--- src/rtl/rtc_hms_counter_if.sv ---
// Control and time-of-day bundle between the timekeeping block and its user.
// The user drives enable/load/alarm settings; the counter returns time and pulses.
interface rtc_hms_counter_if;
    logic       en;
    logic       load;
    logic [5:0] load_sec;
    logic [5:0] load_min;
    logic [4:0] load_hr;
    logic       alarm_en;
    logic [5:0] alarm_min;
    logic [4:0] alarm_hr;
    logic [5:0] sec;
    logic [5:0] min;
    logic [4:0] hr;
    logic       sec_tick;
    logic       min_tick;
    logic       hr_tick;
    logic       day_tick;
    logic       alarm_hit;

    modport master (
        output en, load, load_sec, load_min, load_hr,
        output alarm_en, alarm_min, alarm_hr,
        input  sec, min, hr,
        input  sec_tick, min_tick, hr_tick, day_tick, alarm_hit
    );

    modport slave (
        input  en, load, load_sec, load_min, load_hr,
        input  alarm_en, alarm_min, alarm_hr,
        output sec, min, hr,
        output sec_tick, min_tick, hr_tick, day_tick, alarm_hit
    );
endinterface

--- src/rtl/rtc_hms_counter.sv ---
// Time-of-day counter: prescaled 1 s event drives a sec/min/hr cascade with
// load, rollover pulses and a minute-resolution alarm, all registered on clk.
module rtc_hms_counter #(
    parameter int unsigned CLK_PER_SEC   = 1,
    parameter int unsigned HOURS_PER_DAY = 24
) (
    input  logic              clk,
    input  logic              rst,
    rtc_hms_counter_if.slave  bus
);

    localparam int unsigned    PW         = (CLK_PER_SEC > 1) ? $clog2(CLK_PER_SEC) : 1;
    localparam logic [PW-1:0]  PRESC_LAST = PW'(CLK_PER_SEC - 1);
    localparam logic [5:0]     SM_LAST    = 6'd59;
    localparam logic [4:0]     HR_LAST    = 5'(HOURS_PER_DAY - 1);
    localparam logic [5:0]     HR_LIMIT   = 6'(HOURS_PER_DAY);

    logic [PW-1:0] presc;
    logic [5:0]    sec_q;
    logic [5:0]    min_q;
    logic [4:0]    hr_q;
    logic          sec_tick_q;
    logic          min_tick_q;
    logic          hr_tick_q;
    logic          day_tick_q;
    logic          alarm_hit_q;

    logic          second_evt;
    logic          sec_wrap;
    logic          min_wrap;
    logic          hr_wrap;
    logic [5:0]    sec_inc;
    logic [5:0]    min_inc;
    logic [4:0]    hr_inc;
    logic [5:0]    ld_sec;
    logic [5:0]    ld_min;
    logic [4:0]    ld_hr;
    logic          alarm_match;

    // Cascade: every stage computes its post-event value in the same cycle,
    // so the whole carry chain settles on one edge.
    always_comb begin
        second_evt = bus.en && (presc == PRESC_LAST);
        sec_wrap   = (sec_q == SM_LAST);
        min_wrap   = sec_wrap && (min_q == SM_LAST);
        hr_wrap    = min_wrap && (hr_q == HR_LAST);

        sec_inc = sec_wrap ? '0 : sec_q + 6'd1;
        min_inc = min_q;
        if (sec_wrap) begin
            min_inc = (min_q == SM_LAST) ? '0 : min_q + 6'd1;
        end
        hr_inc = hr_q;
        if (min_wrap) begin
            hr_inc = (hr_q == HR_LAST) ? '0 : hr_q + 5'd1;
        end

        // Counters never leave their legal range, so out-of-range alarm
        // settings simply never compare equal.
        alarm_match = bus.alarm_en && (sec_inc == '0) &&
                      (min_inc == bus.alarm_min) && (hr_inc == bus.alarm_hr);
    end

    always_comb begin
        ld_sec = (bus.load_sec > SM_LAST) ? SM_LAST : bus.load_sec;
        ld_min = (bus.load_min > SM_LAST) ? SM_LAST : bus.load_min;
        ld_hr  = ({1'b0, bus.load_hr} >= HR_LIMIT) ? HR_LAST : bus.load_hr;
    end

    always_ff @(posedge clk) begin
        if (rst) begin
            presc       <= '0;
            sec_q       <= '0;
            min_q       <= '0;
            hr_q        <= '0;
            sec_tick_q  <= 1'b0;
            min_tick_q  <= 1'b0;
            hr_tick_q   <= 1'b0;
            day_tick_q  <= 1'b0;
            alarm_hit_q <= 1'b0;
        end else begin
            sec_tick_q  <= 1'b0;
            min_tick_q  <= 1'b0;
            hr_tick_q   <= 1'b0;
            day_tick_q  <= 1'b0;
            alarm_hit_q <= 1'b0;
            if (bus.load) begin
                // A coincident second event is dropped along with its pulses.
                presc <= '0;
                sec_q <= ld_sec;
                min_q <= ld_min;
                hr_q  <= ld_hr;
            end else if (bus.en) begin
                if (second_evt) begin
                    presc       <= '0;
                    sec_q       <= sec_inc;
                    min_q       <= min_inc;
                    hr_q        <= hr_inc;
                    sec_tick_q  <= 1'b1;
                    min_tick_q  <= sec_wrap;
                    hr_tick_q   <= min_wrap;
                    day_tick_q  <= hr_wrap;
                    alarm_hit_q <= alarm_match;
                end else begin
                    presc <= presc + PW'(1);
                end
            end
        end
    end

    assign bus.sec       = sec_q;
    assign bus.min       = min_q;
    assign bus.hr        = hr_q;
    assign bus.sec_tick  = sec_tick_q;
    assign bus.min_tick  = min_tick_q;
    assign bus.hr_tick   = hr_tick_q;
    assign bus.day_tick  = day_tick_q;
    assign bus.alarm_hit = alarm_hit_q;

endmodule

--- src/flat_wrapper.sv ---
// flat-port wrapper written by rule: the top's interface ports become plain ports
module rtc_hms_counter_flat 
#(
    parameter int unsigned CLK_PER_SEC   = 1,
    parameter int unsigned HOURS_PER_DAY = 24
)
  (clk, rst, bus_en, bus_load, bus_load_sec, bus_load_min, bus_load_hr, bus_alarm_en, bus_alarm_min, bus_alarm_hr, bus_sec, bus_min, bus_hr, bus_sec_tick, bus_min_tick, bus_hr_tick, bus_day_tick, bus_alarm_hit);
  rtc_hms_counter_if bus_i ();
  input  logic clk;
  input  logic rst;
  input wire logic [$bits(bus_i.en)-1:0] bus_en;
  input wire logic [$bits(bus_i.load)-1:0] bus_load;
  input wire logic [$bits(bus_i.load_sec)-1:0] bus_load_sec;
  input wire logic [$bits(bus_i.load_min)-1:0] bus_load_min;
  input wire logic [$bits(bus_i.load_hr)-1:0] bus_load_hr;
  input wire logic [$bits(bus_i.alarm_en)-1:0] bus_alarm_en;
  input wire logic [$bits(bus_i.alarm_min)-1:0] bus_alarm_min;
  input wire logic [$bits(bus_i.alarm_hr)-1:0] bus_alarm_hr;
  output wire logic [$bits(bus_i.sec)-1:0] bus_sec;
  output wire logic [$bits(bus_i.min)-1:0] bus_min;
  output wire logic [$bits(bus_i.hr)-1:0] bus_hr;
  output wire logic [$bits(bus_i.sec_tick)-1:0] bus_sec_tick;
  output wire logic [$bits(bus_i.min_tick)-1:0] bus_min_tick;
  output wire logic [$bits(bus_i.hr_tick)-1:0] bus_hr_tick;
  output wire logic [$bits(bus_i.day_tick)-1:0] bus_day_tick;
  output wire logic [$bits(bus_i.alarm_hit)-1:0] bus_alarm_hit;
  assign bus_i.en = bus_en;
  assign bus_i.load = bus_load;
  assign bus_i.load_sec = bus_load_sec;
  assign bus_i.load_min = bus_load_min;
  assign bus_i.load_hr = bus_load_hr;
  assign bus_i.alarm_en = bus_alarm_en;
  assign bus_i.alarm_min = bus_alarm_min;
  assign bus_i.alarm_hr = bus_alarm_hr;
  assign bus_sec = bus_i.sec;
  assign bus_min = bus_i.min;
  assign bus_hr = bus_i.hr;
  assign bus_sec_tick = bus_i.sec_tick;
  assign bus_min_tick = bus_i.min_tick;
  assign bus_hr_tick = bus_i.hr_tick;
  assign bus_day_tick = bus_i.day_tick;
  assign bus_alarm_hit = bus_i.alarm_hit;
  rtc_hms_counter #(.CLK_PER_SEC(CLK_PER_SEC), .HOURS_PER_DAY(HOURS_PER_DAY)) u_core (.clk(clk), .rst(rst), .bus(bus_i));
endmodule
--- config.mk ---
export PLATFORM = sky130hd
export DESIGN_NAME = rtc_hms_counter_flat
export DESIGN_NICKNAME = d
export VERILOG_FILES = /design/src/rtl/rtc_hms_counter_if.sv /design/src/rtl/rtc_hms_counter.sv /design/src/flat_wrapper.sv
export SDC_FILE = /design/constraint.sdc
export NUM_CORES = 1
export LEC_CHECK = 0
export CORE_ASPECT_RATIO = 1.2
export CORE_MARGIN = 2
export CORE_UTILIZATION = 46
export CTS_CLUSTER_DIAMETER = 60
export DETAILED_ROUTE_END_ITERATION = 8
export PLACE_DENSITY = 0.79
export SYNTH_ARGS = -nofsm -noshare
export SYNTH_HDL_FRONTEND = slang
export SYNTH_SLANG_ARGS = --single-unit
--- constraint.sdc ---
create_clock -name clk -period 2.3 [get_ports clk]
set_clock_uncertainty 0.2 [all_clocks]
set_input_delay 0.46 -clock clk [delete_from_list [all_inputs] [get_ports clk]]
set_output_delay 0.46 -clock clk [all_outputs]
set_load 0.005 [all_outputs]
**After elaboration in Yosys (flattened, before gate mapping)**

Index checks and enable logic that the tools add are counted.

- Word-level logic and storage cells: 56
- Output and inout bits: 22
- Register bits: 23

- Multiplexer cells: 19
- Equal/unequal tests: 5
- Magnitude comparators: 3
- Add/subtract/negate cells: 4
- Reductions and logical operators: 13
- Bitwise operators: 3

Operators with widths:

| cell | count |
|---|---|
| $mux 6 | 11 |
| $mux 5 | 6 |
| $add 6x1->6 const B | 2 |
| $eq 6x6->1 const B | 2 |
| $gt 6x6->1 const B | 2 |
| $eq 6x6->1 | 1 |
| $logic_and 1x1->1 | 6 |
| $logic_not 6->1 | 1 |
| $add 5x1->5 const B | 1 |
| $eq 5x5->1 | 1 |
| $eq 5x5->1 const B | 1 |
| $ge 5x5->1 const B | 1 |
| $reduce_bool 2->1 | 2 |
| $reduce_or 4->1 | 1 |
| $not 1->1 | 3 |
| $reduce_or 3->1 | 1 |
| $mux 1 | 2 |
| $reduce_and 2->1 | 1 |
| $reduce_or 2->1 | 1 |
| $add 1x1->1 const B | 1 |

**Logic depth before layout (Yosys ltp)**

Gate-level depths: netlist of run 1.

- Depth in word-level cells: 6
- Mapped depth: 9
- Gate-level depth less buffers: 7

**Worst setup path after synthesis of run 1**

OpenSTA, ideal clock, no wires.

- Path kind: register to register
- Start point: register u_core.min_q[0] (netlist: u_core.bus.min[0])
- End point: register u_core.alarm_hit_q (netlist: u_core.bus.alarm_hit)
- Clock period less this slack: 2,095 ps
- Data arrival time: 1,791 ps
- Path buffers: 0
- Setup slack: 205 ps
- Cell stages (with the launch flop): 8
- Cell sequence: dfxtp_1 > ha_1 > nand4b_1 > o31a_1 > a41oi_2 > xor2_1 > nand2_1 > a2111oi_2

- Cells in the longest elaborated chain, start to end: 6
- Elaborated cells between the ends (all ways): 10
- Those cells by class: add/sub (1); eq/ne (3); mux (3); reduce/logical (3)

Ends and longest elaborated chain:

| what | RTL line | RTL |
|---|---|---|
| start: declaration | rtc_hms_counter.sv:20 | `logic [5:0] min_q;` |
| start signal: assignment | rtc_hms_counter.sv:91 | `min_q <= ld_min;` |
| start signal: assignment | rtc_hms_counter.sv:97 | `min_q <= min_inc;` |
| $add 6x1->6 / $eq 6x6->1 (equally long branches) | rtc_hms_counter.sv:51, rtc_hms_counter.sv:45 |  |
| $mux 6 | rtc_hms_counter.sv:51 | `min_inc = (min_q == SM_LAST) ? '0 : min_q + 6'd1;` |
| $mux 6 | rtc_hms_counter.sv:50 | `if (sec_wrap) begin` |
| $eq 6x6->1 | rtc_hms_counter.sv:61 | `(min_inc == bus.alarm_min) && (hr_inc == bus.alarm_hr);` |
| $logic_and 1x1->1 | rtc_hms_counter.sv:60 | `alarm_match = bus.alarm_en && (sec_inc == '0) &&` |
| $logic_and 1x1->1 (*) | rtc_hms_counter.sv:61 |  |
| end signal: assignment | rtc_hms_counter.sv:103 | `alarm_hit_q <= alarm_match;` |
| end: declaration | rtc_hms_counter.sv:26 | `logic alarm_hit_q;` |

Every way passes the cells marked *; elsewhere a longest branch is shown, timed or not.
A chain may end at the register's enable or synchronous reset.

**Worst setup path in the final report of run 1**

- Start point: register u_core.min_q[1] (netlist: u_core.bus.min[1])
- End point: register u_core.alarm_hit_q (netlist: u_core.bus.alarm_hit)

Same word-level chain as after synthesis.

==> run metrics, run 1 <==
drt pass-1 iters 4; Die ar. about 4200 µm²; die height 70.33 µm; I/O Buffers 54; Area growth, synth to finish 45.40%; Avg Inst Size Synth 7.881 µm²; Via density 5.746; top flip-flop cell by instance count after synthesis dfxtp_1; dpl ws -0.1710 ns; initial antenna violation count 0; leading cell types in the layout, fill and taps excluded clkdlybuf4s50_1 (54), buf_4 (27), nor2_1 (25), dfxtp_1 (23), nand2_1 (18); first-pass GRT wire length 7721 µm; CTS Buffer Depth 2; number of enable flip-flop cells after synthesis 0; Syn Inst Count 214; synthesized flop and latch total 23; clk root buf clkbuf_8; Worst IR Drop VDD 0.3326 mV; CTS Hold Buffers Added 0; htree depth 1; Setup Crit Path Kind flip-flop to flip-flop; Vias about 1,900; Logic pwr share 29.8%; total wire length roughly 4700 µm; CTS tree yes; vias in the first global route 1,727; Starting DRT DRC Count 44; Final Hold Viols 0; YS warnings 0; multiplexer share of the synthesized area under 10%; leak pwr 0.9239 nW; DRC 0; CTS Buf Count 3; post-synth top area share 27.30%; worst slew pin tran 0.4529 ns; Pins Over Slew Limit 0; Clock Power Share around a quarter; overflow left after global routing 0; min Tclk post-route between 2 and 2.5 ns; cell taking the most area after synthesis dfxtp_1; Seq/Total Area, Yosys 27.30%; CP Capture Type flip-flop; Sw Share 28.59%; Syn Std Cell Area approximately 1700 µm²; Worst setup SP type flip-flop; final worst setup slack 0.07958 ns; layout cell share with drive strength beyond 1 13.38%; crit path max fanout 3; Netlist cell types 42; Arr. time, crit path 2.19 ns; CP required between 2 and 2.5 ns; Antenna Cells 0; status complete, no violations; post-synthesis compound-gate area fraction 22.48%; post-synthesis net count 251; fin crit share a little over nine tenths; GP Congestion roughly 0.94; Pwr Density 407.1 nW/µm²; IO Pins 55; Slew headroom approximately 70%; Core Rows 24; Worst-path clk slew about 0.090 ns; total track usage approximately a quarter; final setup fails 0; post-synthesis adder-cell area fraction 2.967%; Post-Synth Simple-Gate Area approximately 28%; main combinational cell family by area after synthesis simple AND/OR/NAND/NOR gates; chip width 59.28 µm; post-DP HPWL approximately 3600 µm; FMAX 0.4504 GHz; switching power ~290 µW; Hold/Removal Path Class flip-flop to flip-flop; nets between 300 and 400; Sequential Power Share 44.3%; largest net degree at the start of global routing 26; core box area between 3000 and 4000 µm²; Synth area leaders dfxtp_1 (27%), nor2_1 (5.8%), a211oi_1 (4.9%), mux2i_1 (4.7%), xor2_1 (4.2%); Max-cap violations 0; setup bufs post-CTS 0; most common cell after layout, fill and taps aside clkdlybuf4s50_1; setup TNS 0 ns; clk sinks 23; Int Pwr 712.9 µW; Routed WL per cell between 10 and 15 µm; later-pin clock latency in the skew report 0.27 ns; Post-Synth XOR/XNOR Area ~7.7%; ys async rst share 0%; Starting Density between 40 and 50%; post-route antenna net violation count 0
## state kept, by name, summed over array words and instances (netlist names)
signal	cells
u_core.bus.min	6
u_core.bus.sec	6
u_core.bus.hr	5
u_core.bus.hr_tick	1
u_core.bus.alarm_hit	1
u_core.bus.sec_tick	1
u_core.bus.day_tick	1
u_core.presc	1
u_core.bus.min_tick	1
## final timing paths
check | start | end | slack (ns) | depth (start not counted)
setup / recovery | u_core.bus.min[1] | u_core.bus.alarm_hit | 0.08 | 7
hold / removal | u_core.presc | u_core.presc | 0.30 | 1
setup reg to reg | u_core.bus.min[1] | u_core.bus.alarm_hit | 0.08 | 7
hold reg to reg | u_core.presc | u_core.presc | 0.30 | 1
## synthesized netlist by cell type (5+ instances only)
cell / number
nor2_1: 26
dfxtp_1: 23
nand2_1: 18
a21oi_1: 13
a211oi_1: 11
mux2i_1: 8
xor2_1: 8
clkbuf_1: 7
nand4_1: 7
nor3_1: 7
o21ai_0: 7
nand3_1: 6
a311oi_1: 5
a31oi_1: 5
xnor2_1: 5
## per-layer routing
layer | wire (µm) | track usage, %
met5 | 0 | 0
met1 | 2008 | 29.55
met4 | 91 | 7.576
met3 | 218 | 2.222
met2 | 2372 | 40.29
## kinds of logic (layout without fill, tap and decap cells)
| group | count (synthesis) | after routing |
|---|---|---|
| compound gates | 54 | 54 |
| xor+xnor | 14 | 14 |
| fa+ha+maj | 4 | 4 |
| buf+inv | 19 | 89 |
| flops | 23 | 23 |
| mux | 8 | 8 |
| simple gates | 92 | 92 |
## timing repair
item	in CTS	in global routing
hold endpoints to repair	0	0
gates resized for setup	0	5
endpoints found under the setup margin	0	1
## metrics by stage
step | util [%] | hold WS (ns) | area, µm² | instances | power (mW)
floorplan | - | 0.2677 | 1687 | 214 | 0.5864
global placement | 66.81 | 0.2895 | 2387 | 319 | 0.7401
detailed placement | 66.81 | 0.2890 | 2387 | 319 | 0.7447
CTS | 68.07 | 0.3006 | 2432 | 323 | 0.9966
global route | 68.63 | 0.3088 | 2452 | 323 | 1.051
finish | 68.63 | 0.2990 | 2452 | 323 | 0.9983
## area by class of cell
type / instances / area, µm²
tap: 39 / 48.80
sequential: 23 / 460.4
timing repair buffer: 81 / 743.2
inverter: 4 / 15.01
fill: 299 / 1121
multi-input combinational: 172 / 1140
clock buffer: 4 / 45.04
## power groups by stage
stage                     combinational [mW]  sequential, mW  clock, mW
after floorplan                        0.133           0.453          0
after global placement                 0.291           0.449          0
after detailed placement               0.294           0.451          0
after CTS                              0.296           0.441      0.259
after global routing                   0.324           0.446      0.281
final                                  0.297           0.442      0.259
## worst max-delay path, cell delays in order, from the launching register on
cell,delay [ns]
dfxtp_1,0.35
ha_2,0.22
nand4b_1,0.19
o31a_1,0.33
a41oi_2,0.21
xor2_1,0.19
nand2_1,0.10
a2111oi_2,0.33
(Power assumes the default switching activity.)
==> run 2: changes to the inputs <==
- CORE_UTILIZATION: 46 -> 42
- PLACE_DENSITY: 0.79 -> 0.76
- clock period: 2.3 -> 1.8 ns (I/O delays scaled with it)
==> run 2 against run 1 <==
  * The run now ends with negative setup slack left
  * Hold slack got worse by 0.078 ns
  * Utilization grew 12 points
  * Highest routed layer unchanged
  * Cell area is 28% higher
==> run metrics, run 2 (synthesis gave the netlist of run 1 again) <==
total wire length 6890 µm; Worst IR Drop VDD 0.3071 mV; min Tclk post-route 2.152 ns; Pwr Total 1.398 mW; CTS Buffer Depth 2; Area growth, synth to finish 86.65%; Starting Density 43.14%; I/O Buffers 54; Setup Crit Path Kind flip-flop to flip-flop; Worst-path clk slew 0.09 ns; Die ar. 4541 µm²; Fillers 243; GP Congestion ~0.94; initial antenna violation count 0; final worst setup slack -0.3515 ns; Via density between 5 and 6; Worst setup SP type flip-flop; CTS Buf Count 3; die height 73.42 µm; Pwr Density roughly 440 nW/µm²; FMAX 0.4648 GHz; core box area 3910 µm²; CP Capture Type flip-flop; Sequential Power Share 40.4%; Slew headroom 79.07%; fin crit share 119.5%; failing checks negative setup slack; Int Pwr around 970 µW; status finished, violations left; Sw Share 30.52%; switching power 426.7 µW; worst slew pin tran 0.3111 ns; IO Pins 55; later-pin clock latency in the skew report roughly 0.27 ns; Pins Over Slew Limit 0; Final Hold Viols 0; setup TNS -0.9975 ns; register area 491.7 µm²; Logic pwr share a little over a third; most common cell after layout, fill and taps aside buf_4; overflow left after global routing 0; post-DP HPWL 4230 µm; leak pwr 1.317 nW; Hold/Removal Path Class input pin to flip-flop; Arr. time, crit path ~2.1 ns; final setup fails 9; largest net degree at the start of global routing 26; clk sinks 23; dpl ws -0.5287 ns; multi-input combinational cell area 1404 µm²; first-pass GRT wire length 9949 µm; Vias roughly 2,200; nets ~360; Routed WL per cell approximately 18 µm; chip width 61.85 µm; CTS tree yes; leading cell types in the layout, fill and taps excluded buf_4 (52), clkdlybuf4s50_1 (38), nor2_1 (22), buf_6 (16), nand2_1 (15); total track usage 29.50%; post-route antenna net violation count 0; DRC 0; drt pass-1 iters 4; Antenna Cells 0; Starting DRT DRC Count ~170; Max-cap violations 0; crit path max fanout 4; Core Rows 25; CP required 1.78 ns; RSZ-0062 raised after global routing yes; vias in the first global route 2,058; Clock Power Share 23.7%; clk root buf clkbuf_8; worst reg-to-reg setup slack -0.35 ns; htree depth 1; Hold Slack 0.2206 ns; layout cell share with drive strength beyond 1 between 40% and 50%
-- run 2: cell types whose count changed in the layout (fill, tap and decap cells not counted), sizes merged --
cell	change
dlygate4sd2	+11
buf	+42
clkdlybuf4s50	-16
dlymetal6s2s	+5
-- run 2: power groups by stage --
stage	clock network, mW	logic [mW]	registers [mW]
finish	0.332	0.501	0.565
global route	0.358	0.537	0.567
CTS	0.337	0.455	0.564
detailed placement	0	0.430	0.575
global placement	0	0.422	0.574
floorplan	0	0.180	0.586
-- run 2: metal layers --
layer / vias to the layer above / part of all wire [%] / global-route usage, % / routed length, µm
met3: 28 / 6.4 / 5.106 / 440
met4: 0 / 4.2 / 12.29 / 290
li1: 1022 / - / - / -
met5: - / 0 / 0 / 0
met2: 117 / 53 / 49.71 / 3623
met1: 1060 / 37 / 36.15 / 2535
-- run 2: what timing repair did --
action                                  in CTS  in global routing
pin swaps                                   14                 31
hold buffers                                 0                  0
gates resized for setup                     49                 44
endpoints found under the setup margin      27                 25
buffers inserted                             8                  8
-- run 2: final cells by class --
class	count	share of cell area, %
clock buffers	4	1.431
inverters	4	0.4769
multi-input cells	172	44.59
flip-flops and latches	23	15.62
well taps	54	2.146
repair buffers	123	35.73
-- run 2: worst max-delay path, cell delays in order (launching register included) --
cell and delay [ns]:
dfxtp_4 0.36, ha_4 0.16, nand4b_1 0.19, o31a_1 0.35, a41oi_4 0.23, xor2_1 0.16
nand2_1 0.08, a2111oi_2 0.31
-- run 2: per-stage QoR --
stage                     util (%)  cell area [µm²]  instances
after detailed placement     68.77             2689        360
final                        80.51             3148        380
after global routing         80.51             3148        380
after global placement       68.77             2689        360
after floorplan                  -             1777        214
after CTS                    74.34             2907        372
-- run 2: path summary, 6_finish.rpt --
path                          start              endpoint  depth (start not counted)
hold / removal               bus_en          u_core.presc                          2
setup / recovery  u_core.bus.min[0]  u_core.bus.alarm_hit                          7
setup reg to reg  u_core.bus.min[0]  u_core.bus.alarm_hit                          7
hold reg to reg        u_core.presc          u_core.presc                          1
==> run 3: changes to the inputs <==
- CORE_UTILIZATION: 42 -> 46
- PLACE_DENSITY: 0.76 -> 0.79
- clock period: 1.8 -> 2.2 ns (I/O delays scaled with it)
==> run 3 against run 2 <==
  * The run now ends clean
  * Setup slack gained 0.39 ns
  * Cell count shrank 14%
  * Global-route usage shrank 4.9 points
  * Cell area shrank 20%
  * Combinational power shrank 35%
  * Routed wire length shrank 29%
  * Critical path type unchanged
  * Fmax shrank 0.57%
  * Total power shrank 24%
==> run metrics, run 3 (synthesis gave the netlist of run 1 again) <==
worst slew pin tran around 0.39 ns; Slew headroom 73.91%; CTS tree yes; Max-cap violations 0; most common cell after layout, fill and taps aside clkdlybuf4s50_1; post-route antenna net violation count 0; core box area 3573 µm²; Pwr Density 419.2 nW/µm²; FMAX 0.4622 GHz; first-pass GRT wire length 7976 µm; CP Capture Type flip-flop; CP required 2.17 ns; Die ar. roughly 4200 µm²; htree depth 1; final worst setup slack 0.03624 ns; min Tclk post-route about 2.2 ns; clk sinks 23; Clock Power Share 25.4%; overflow left after global routing 0; Via density 5.783; Arr. time, crit path 2.13 ns; Core Rows 24; Sw Share 28.69%; Starting Density 47.20%; R2R cell count 7; r2r startpoint u_core.bus.min[1]; CTS Buffer Depth 2; Routed WL per cell about 15 µm; sink of the worst hold path u_core.presc; Setup Crit Path Kind flip-flop to flip-flop; later-pin clock latency in the skew report 0.27 ns; GP Congestion 0.8965; initial antenna violation count 0; RSZ-0062 raised after global routing yes; dpl ws -0.2962 ns; Worst IR Drop VDD 0.3449 mV; final cell count without fillers 327; final setup fails 0; CTS Buf Count 3; IO Pins 55; vias in the first global route 1,769; DP Area 2402 µm²; Vias roughly 1,900; Starting DRT DRC Count 118; Hold/Removal Path Class flip-flop to flip-flop; Pins Over Slew Limit 0; total track usage 24.59%; post-DP HPWL ~3800 µm; Int Pwr 754.1 µW; Logic pwr share 30.8%; DRC 0; fin crit share 98.35%; layout cell share with drive strength beyond 1 18.06%; crit path max fanout 5; total wire length about 4900 µm; Worst setup SP type flip-flop; RR Endpoint u_core.bus.alarm_hit; setup TNS 0 ns; Worst-path clk slew about 0.08 ns; HP Start u_core.presc; status complete, no violations; Final Hold Viols 0; switching power 303.3 µW; drt pass-1 iters 5; leading cell types in the layout, fill and taps excluded clkdlybuf4s50_1 (53), buf_4 (31), nor2_1 (25), nand2_1 (18), dfxtp_1 (18); Final Cell Area between 2000 and 3000 µm²; Sequential Power Share 43.8%; largest net degree at the start of global routing 26; worst reg-to-reg setup slack 0.04 ns; leak pwr around 0.95 nW; clk root buf clkbuf_8; WHS Path Cells 1; I/O Buffers 54; nets around 330; chip width 59.28 µm; Antenna Cells 0; Inst Count DP 321; die height 70.33 µm; Area growth, synth to finish 49.55%
## run 3: what timing repair did
| action | 4_1_cts | 5_1_grt |
|---|---|---|
| setup endpoints to repair | 1 | 1 |
| resized for setup | 10 | 8 |
| setup buffers | 1 | 1 |
| pin swaps | 3 | 9 |
| hold endpoints to repair | 0 | 0 |
| hold buffers | 0 | 0 |
## run 3: cell type report
type | instances | area, µm²
tap | 39 | 48.80
fill | 302 | 1051
clock buffer | 4 | 45.04
timing repair buffer | 85 | 772.0
sequential | 23 | 466.7
inverter | 4 | 15.01
multi-input combinational | 172 | 1175
## run 3: worst max-delay path, stage by stage (launching register included)
cell,delay (ns)
dfxtp_2,0.36
ha_4,0.17
nand4b_1,0.19
o31a_1,0.34
a41oi_2,0.22
xor2_1,0.16
nand2_1,0.10
a2111oi_2,0.33
## run 3: worst max path at each step
| stage | start | endpoint | slack (ns) | cells after the start |
|---|---|---|---|---|
| 2_1_floorplan | u_core.bus.min[0] | u_core.bus.alarm_hit | 0.11 | 7 |
| 3_3_place_gp | bus_en | u_core.bus.alarm_hit | -0.17 | 8 |
| 3_5_place_dp | bus_en | u_core.bus.alarm_hit | -0.30 | 8 |
| 4_1_cts | u_core.bus.sec[0] | u_core.bus.alarm_hit | 0.001 | 8 |
| 5_1_grt | u_core.bus.min[1] | u_core.bus.alarm_hit | -0.09 | 7 |
| 6_report | u_core.bus.min[1] | u_core.bus.alarm_hit | 0.04 | 7 |
## run 3: power groups by stage
stage | Combinational, mW | Sequential, mW | Clock [mW]
floorplan | 0.139 | 0.474 | 0
CTS | 0.321 | 0.460 | 0.272
detailed placement | 0.314 | 0.469 | 0
finish | 0.325 | 0.464 | 0.268
global route | 0.354 | 0.467 | 0.288
global placement | 0.309 | 0.467 | 0
## run 3: metal layers
metal	part of all wire [%]	vias to the layer above	track usage, %
met1	41	848	31.29
met3	6.4	11	2.037
met2	50	85	40.78
met5	0	-	0
met4	2.9	0	11.36
li1	-	947	-
## run 3: stage by stage
step	utilization, %	hold WS (ns)	power, mW
floorplan	-	0.2677	0.6131
global placement	67.23	0.2912	0.7766
detailed placement	67.23	0.2918	0.7828
CTS	69.61	0.3030	1.053
global route	70.59	0.3163	1.109
finish	70.59	0.3079	1.057
